==> config.mk <==
export PLATFORM = sky130hd
export DESIGN_NAME = regfile_mp
export DESIGN_NICKNAME = d
export VERILOG_FILES = /design/src/rtl/regfile_mp.sv
export SDC_FILE = /design/constraint.sdc
export NUM_CORES = 1
export LEC_CHECK = 0
export CORE_MARGIN = 2
export CORE_UTILIZATION = 45
export CTS_CLUSTER_SIZE = 30
export DETAILED_ROUTE_END_ITERATION = 8
export PLACE_DENSITY_LB_ADDON = 0.08
export SLEW_MARGIN = 0
export SYNTH_ARGS = -nofsm -noshare
export SYNTH_HDL_FRONTEND = slang
export SYNTH_SLANG_ARGS = --single-unit
==> constraint.sdc <==
create_clock -name clk -period 4.2 [get_ports clk]
set_input_delay 0.84 -clock clk [delete_from_list [all_inputs] [get_ports clk]]
set_output_delay 0.84 -clock clk [all_outputs]
set_load 0.01 [all_outputs]
==> src/rtl/regfile_mp.sv <==
// regfile_mp: parametrised multi-port general-purpose register file.
// Reads are combinational, with optional same-cycle forwarding of writes.
// A busy bit per register tracks in-flight producers.
// A sequential clear engine zeroes the array after reset or on request.
// Register 0 is hardwired to zero.
module regfile_mp #(
    parameter int XLEN   = 32,
    parameter int NREGS  = 16,
    parameter int ADDR_W = 5,
    parameter int NRD    = 2,
    parameter int NWR    = 1,
    parameter bit BYPASS = 1'b1
) (
    input  logic                  clk,
    input  logic                  rst,
    input  logic                  clear_req,
    output logic                  ready,
    input  logic [NRD*ADDR_W-1:0] rd_addr,
    output logic [NRD*XLEN-1:0]   rd_data,
    output logic [NRD-1:0]        rd_busy,
    input  logic [NWR-1:0]        wr_en,
    input  logic [NWR*ADDR_W-1:0] wr_addr,
    input  logic [NWR*XLEN-1:0]   wr_data,
    input  logic                  claim_en,
    input  logic [ADDR_W-1:0]     claim_addr
);

    localparam int IDX_W = $clog2(NREGS);
    localparam logic [IDX_W-1:0] LAST_IDX  = IDX_W'(NREGS - 1);
    localparam logic [IDX_W-1:0] FIRST_IDX = IDX_W'(1);

    typedef enum logic {
        CLEAR = 1'b0,
        RUN   = 1'b1
    } state_t;

    state_t           state;
    state_t           state_nxt;
    logic [IDX_W-1:0] clr_cnt;
    logic [IDX_W-1:0] clr_cnt_nxt;
    logic [NREGS-1:0] busy;
    logic [NREGS-1:0] busy_nxt;

    // Storage is deliberately not reset; the clear engine initialises it.
    logic [XLEN-1:0]  gpr [NREGS];

    // Array indices: upper address bits are dropped, so addresses alias.
    logic [IDX_W-1:0] rd_idx [NRD];
    logic [IDX_W-1:0] wr_idx [NWR];
    logic [IDX_W-1:0] claim_idx;

    // A write is accepted only in RUN and never to register 0.
    logic [NWR-1:0]   wr_ok;
    logic             claim_ok;

    // Upper address bits intentionally have no effect.
    logic             unused_addr_hi;

    assign unused_addr_hi = ^{rd_addr, wr_addr, claim_addr};

    for (genvar g = 0; g < NRD; g++) begin : g_rd_idx
        assign rd_idx[g] = rd_addr[g*ADDR_W +: IDX_W];
    end

    for (genvar g = 0; g < NWR; g++) begin : g_wr_idx
        assign wr_idx[g] = wr_addr[g*ADDR_W +: IDX_W];
        assign wr_ok[g]  = (state == RUN) && wr_en[g] && (wr_addr[g*ADDR_W +: IDX_W] != '0);
    end

    assign claim_idx = claim_addr[IDX_W-1:0];
    assign claim_ok  = (state == RUN) && claim_en && (claim_idx != '0);
    assign ready     = (state == RUN);

    // Control registers: FSM state, clear counter and busy scoreboard.
    always_ff @(posedge clk or posedge rst) begin
        if (rst) begin
            state   <= CLEAR;
            clr_cnt <= FIRST_IDX;
            busy    <= '0;
        end else begin
            state   <= state_nxt;
            clr_cnt <= clr_cnt_nxt;
            busy    <= busy_nxt;
        end
    end

    // Next state: walk the clear counter, then update the scoreboard in RUN.
    always_comb begin
        state_nxt   = state;
        clr_cnt_nxt = clr_cnt;
        busy_nxt    = busy;
        case (state)
            CLEAR: begin
                busy_nxt = '0;
                if (clear_req) begin
                    clr_cnt_nxt = FIRST_IDX;
                end else if (clr_cnt == LAST_IDX) begin
                    state_nxt = RUN;
                end else begin
                    clr_cnt_nxt = clr_cnt + 1'b1;
                end
            end
            RUN: begin
                if (clear_req) begin
                    state_nxt   = CLEAR;
                    clr_cnt_nxt = FIRST_IDX;
                    busy_nxt    = '0;
                end else begin
                    for (int j = 0; j < NWR; j++) begin
                        if (wr_ok[j]) begin
                            busy_nxt[wr_idx[j]] = 1'b0;
                        end
                    end
                    // A claim after a write to the same register marks the new producer.
                    if (claim_ok) begin
                        busy_nxt[claim_idx] = 1'b1;
                    end
                end
            end
            default: begin
                state_nxt   = CLEAR;
                clr_cnt_nxt = FIRST_IDX;
                busy_nxt    = '0;
            end
        endcase
    end

    // Array update: the clear engine in CLEAR, port writes in RUN (the highest port wins).
    always_ff @(posedge clk) begin
        if (state == CLEAR) begin
            gpr[clr_cnt] <= '0;
        end else begin
            for (int j = 0; j < NWR; j++) begin
                if (wr_ok[j]) begin
                    gpr[wr_idx[j]] <= wr_data[j*XLEN +: XLEN];
                end
            end
        end
    end

    // Read ports: zero until ready and for register 0, otherwise forwarded or stored data.
    always_comb begin
        rd_data = '0;
        rd_busy = '0;
        for (int i = 0; i < NRD; i++) begin
            if (ready && (rd_idx[i] != '0)) begin
                rd_data[i*XLEN +: XLEN] = gpr[rd_idx[i]];
                if (BYPASS) begin
                    for (int j = 0; j < NWR; j++) begin
                        if (wr_ok[j] && (wr_idx[j] == rd_idx[i])) begin
                            rd_data[i*XLEN +: XLEN] = wr_data[j*XLEN +: XLEN];
                        end
                    end
                end
                rd_busy[i] = busy[rd_idx[i]];
            end
        end
    end

endmodule

==> results of run 1 <==
[cells by family after synthesis]
family,after synthesis
fa+ha+maj,1
mux,463
compound gates,108
buf+inv,114
simple gates,105
xor+xnor,10
flops,533
[stage by stage]
stage	instances	hold WS [ps]	setup WS, ps	instance area, um^2
after CTS	2303	518.1	78.85	30660
after detailed placement	2204	509.1	90.53	28960
after global placement	2204	505.1	88.87	28960
after floorplan	1334	482.1	558.3	26040
final	2303	520.8	56.65	30660
after global routing	2303	551.5	6.542	30660
[how the worst max path moves through the flow]
stage | startpoint | end | slack, ps | depth (start not counted)
floorplan | wr_addr[3] | gpr[15][0] | 560 | 6
detailed placement | wr_addr[3] | rd_data[0] | 90 | 7
global route | wr_en | rd_data[26] | 7 | 7
CTS | wr_addr[3] | rd_data[0] | 80 | 7
global placement | wr_addr[3] | rd_data[0] | 90 | 7
finish | wr_en | rd_data[0] | 60 | 7
[cell type report]
class | count | share of cell area
Timing Repair Buffer | 214 | 0.08096
Clock buffer | 73 | 0.04987
Inverter | 5 | 0.0006121
Multi-Input combinational cell | 687 | 0.3132
Clock inverter | 26 | 0.005509
Sequential cell | 533 | 0.5186
Tap cell | 765 | 0.03122
[critical path: stages]
cell and delay [ps]:
clkdlybuf4s50_1 550, nand2_1 110, nor4_1 480, and3_2 330
buf_12 190, a22o_1 230, clkdlybuf4s50_1 550
[state kept, by name, indices dropped and copies added, names as in the netlist]
| signal | count |
|---|---|
| gpr | 512 |
| busy | 16 |
| clr_cnt | 4 |
| ready | 1 |
[Yosys cell counts (2+ instances only)]
cell type  instances  area [um^2]
a211oi_1           4        30.03
a21oi_1           16        80.08
a22o_1            64        560.5
a31oi_1            2        12.51
and2_1            32        200.2
and3_1             2        12.51
buf_1              6        22.52
buf_2             56        280.3
buf_4             11        82.58
buf_6             19        214.0
clkbuf_1          17        63.81
dfrtp_1           20        500.5
edfxtp_1         512        15370
inv_1              5        18.77
mux2_2             3        33.78
mux2i_1          196         1962
mux4_2           264         5946
nand2_1           13        48.80
nand2b_1           6        37.54
nand3_1            4        20.02
nand3b_1           2        15.01
nand4_1            3        18.77
nand4b_1           2        17.52
nor2_1            28        105.1
nor2b_1            3        18.77
nor3b_1            3        22.52
o21ai_0            6        30.03
o21ai_1            9        45.04
o31a_1             4        35.03
o41ai_2            2        32.53
or4_1              2        15.01
xnor2_1            4        35.03
xor2_1             6        52.55
[power breakdown]
group,total (uW),switching (uW),internal [uW]
combinational,1240,643,593
sequential,6010,67.1,5950
clock,4680,2020,2660
total,11900,2730,9200
[cell usage in the layout (no fill, tap or decap), types with 20 or more instances in the layout]
master | netlist | final
clkbuf_16 | 0 | 59
a22o_1 | 64 | 64
edfxtp_1 | 512 | 512
mux2i_1 | 196 | 196
clkdlybuf4s50_1 | 0 | 111
dfrtp_1 | 20 | 20
buf_12 | 0 | 46
mux4_2 | 264 | 264
buf_4 | 11 | 51
and2_1 | 32 | 32
[layer usage]
metal | global-route usage | up-vias | share of wire
li1 | - | 6042 | -
met3 | 0.02601 | 84 | 0.040
met4 | 0.05685 | 0 | 0.019
met2 | 0.3948 | 326 | 0.50
met1 | 0.3306 | 7820 | 0.44
met5 | 0 | - | 0
==> flow_metrics.tcl, run 1 <==
set metrics [dict create \
    worstSetupPathType "primary input to primary output" \
    r2r_start "ready" \
    finalHoldViolCount 0 \
    clk_pin_slew_ps 60 \
    detail-route-antenna-nets 0 \
    fp.dieH_um 244.6 \
    grt_max_degree 42 \
    start_util 0.4531 \
    synth_nets 1392 \
    maxCapViolations 0 \
    grt_pass1_vias 15230 \
    antennaDiodeCount 0 \
    status "completed" \
    tightest_slew_ps 906.2 \
    arrival_ps 3300 \
    cts_resized 0 \
    r2r_cells 7 \
    vias 14270 \
    endpoint_kind "primary output" \
    tritoncts "built" \
    postSynthCellCount 1334 \
    power.density_nw_per_um2 389.2 \
    clk_latency_ps 610 \
    drive_above_1_share 0.3030 \
    dr.pass1.iters 5 \
    die_x_um 244.6 \
    power.static_leakage_uw 0.01012 \
    synth_top_family_by_area "multiplexers" \
    setup_violations 0 \
    clkSinkCount 533 \
    hold_end "busy[0]" \
    port_buffers 119 \
    core_um2 57480 \
    final.setup.tns_ps 0 \
    grtUsageTotal 0.2349 \
    finalCritPeriodShare 0.9865 \
    cts.htree.levels 2 \
    antenna_found_initial 0 \
    die_area_um2 59810 \
    clock_skew_ps 11.55 \
    cp_data_required_time_ps 3360 \
    synthMuxAreaShare 0.3049 \
    cts_max_path_buffers 3 \
    nets 1556 \
    rrSetupSlack_ps 1610 \
    fill_cells 4587 \
    ios 124 \
    area_delta_synth_final_pct 17.74 \
    power.total_uw 11930 \
    wirelength_um 69250 \
    finalMaxSlewViolations 0 \
    gp_congestion 0.8059 \
    synth-xor-area-share 0.003363 \
    ir_drop_mv 0.3009 \
    wire_per_inst_um 30.07 \
    max_freq_mhz 241.4 \
    synth_edf_count 512 \
    grt_pass1_wl_um 101100 \
    synth_async_sr_flop_share 0.03940 \
    syn_area_per_cell_um2 19.52 \
    cts-hold-fix-buffers 0 \
    synth.ff_latch_count 533 \
    synth_fa_ha_area_frac 0.0004804 \
    cts_root_buffer "clkbuf_16" \
    synth_ff_type "edfxtp_1" \
    synth_cell_types 41 \
    drc 0 \
    hold_depth 2 \
    synth_compound_area_frac 0.03253 \
    num_rows 88 \
    fin_util 0.5335 \
    ys_seq_area_frac 0.6106 \
    startpoint_type "primary input" \
    dp_hpwl_um 41210 \
    syn_area_um2 26040 \
    via_per_inst 6.197 \
    grt_overflow_total 0 \
    multiInputGateArea_um2 9604 \
    seqCellArea_um2 15900 \
    first_iter_violations 1014 \
    worstPathMaxFanout 21 \
    yosys_warnings 0 \
    slew_headroom 0.3786 \
    synthSimpleGateAreaFrac 0.02191 \
    reg2reg_to "gpr[4][18]" \
    cts_setup_buffers 0 \
    numCtsBuffers 57 \
    min_from "busy[0]" \
    min_path_type "register to register" \
    min_period_ps 4143 \
    grt_setup_unrepaired "false" \
]
(Power assumes the default switching activity.)
==> inputs of run 2 (changes only) <==
Settings changed: ABC_CLOCK_PERIOD_IN_PS set to 4200.
==> results of run 2 <==
The final DEF is identical to that of run 1; final timing and power are the same.
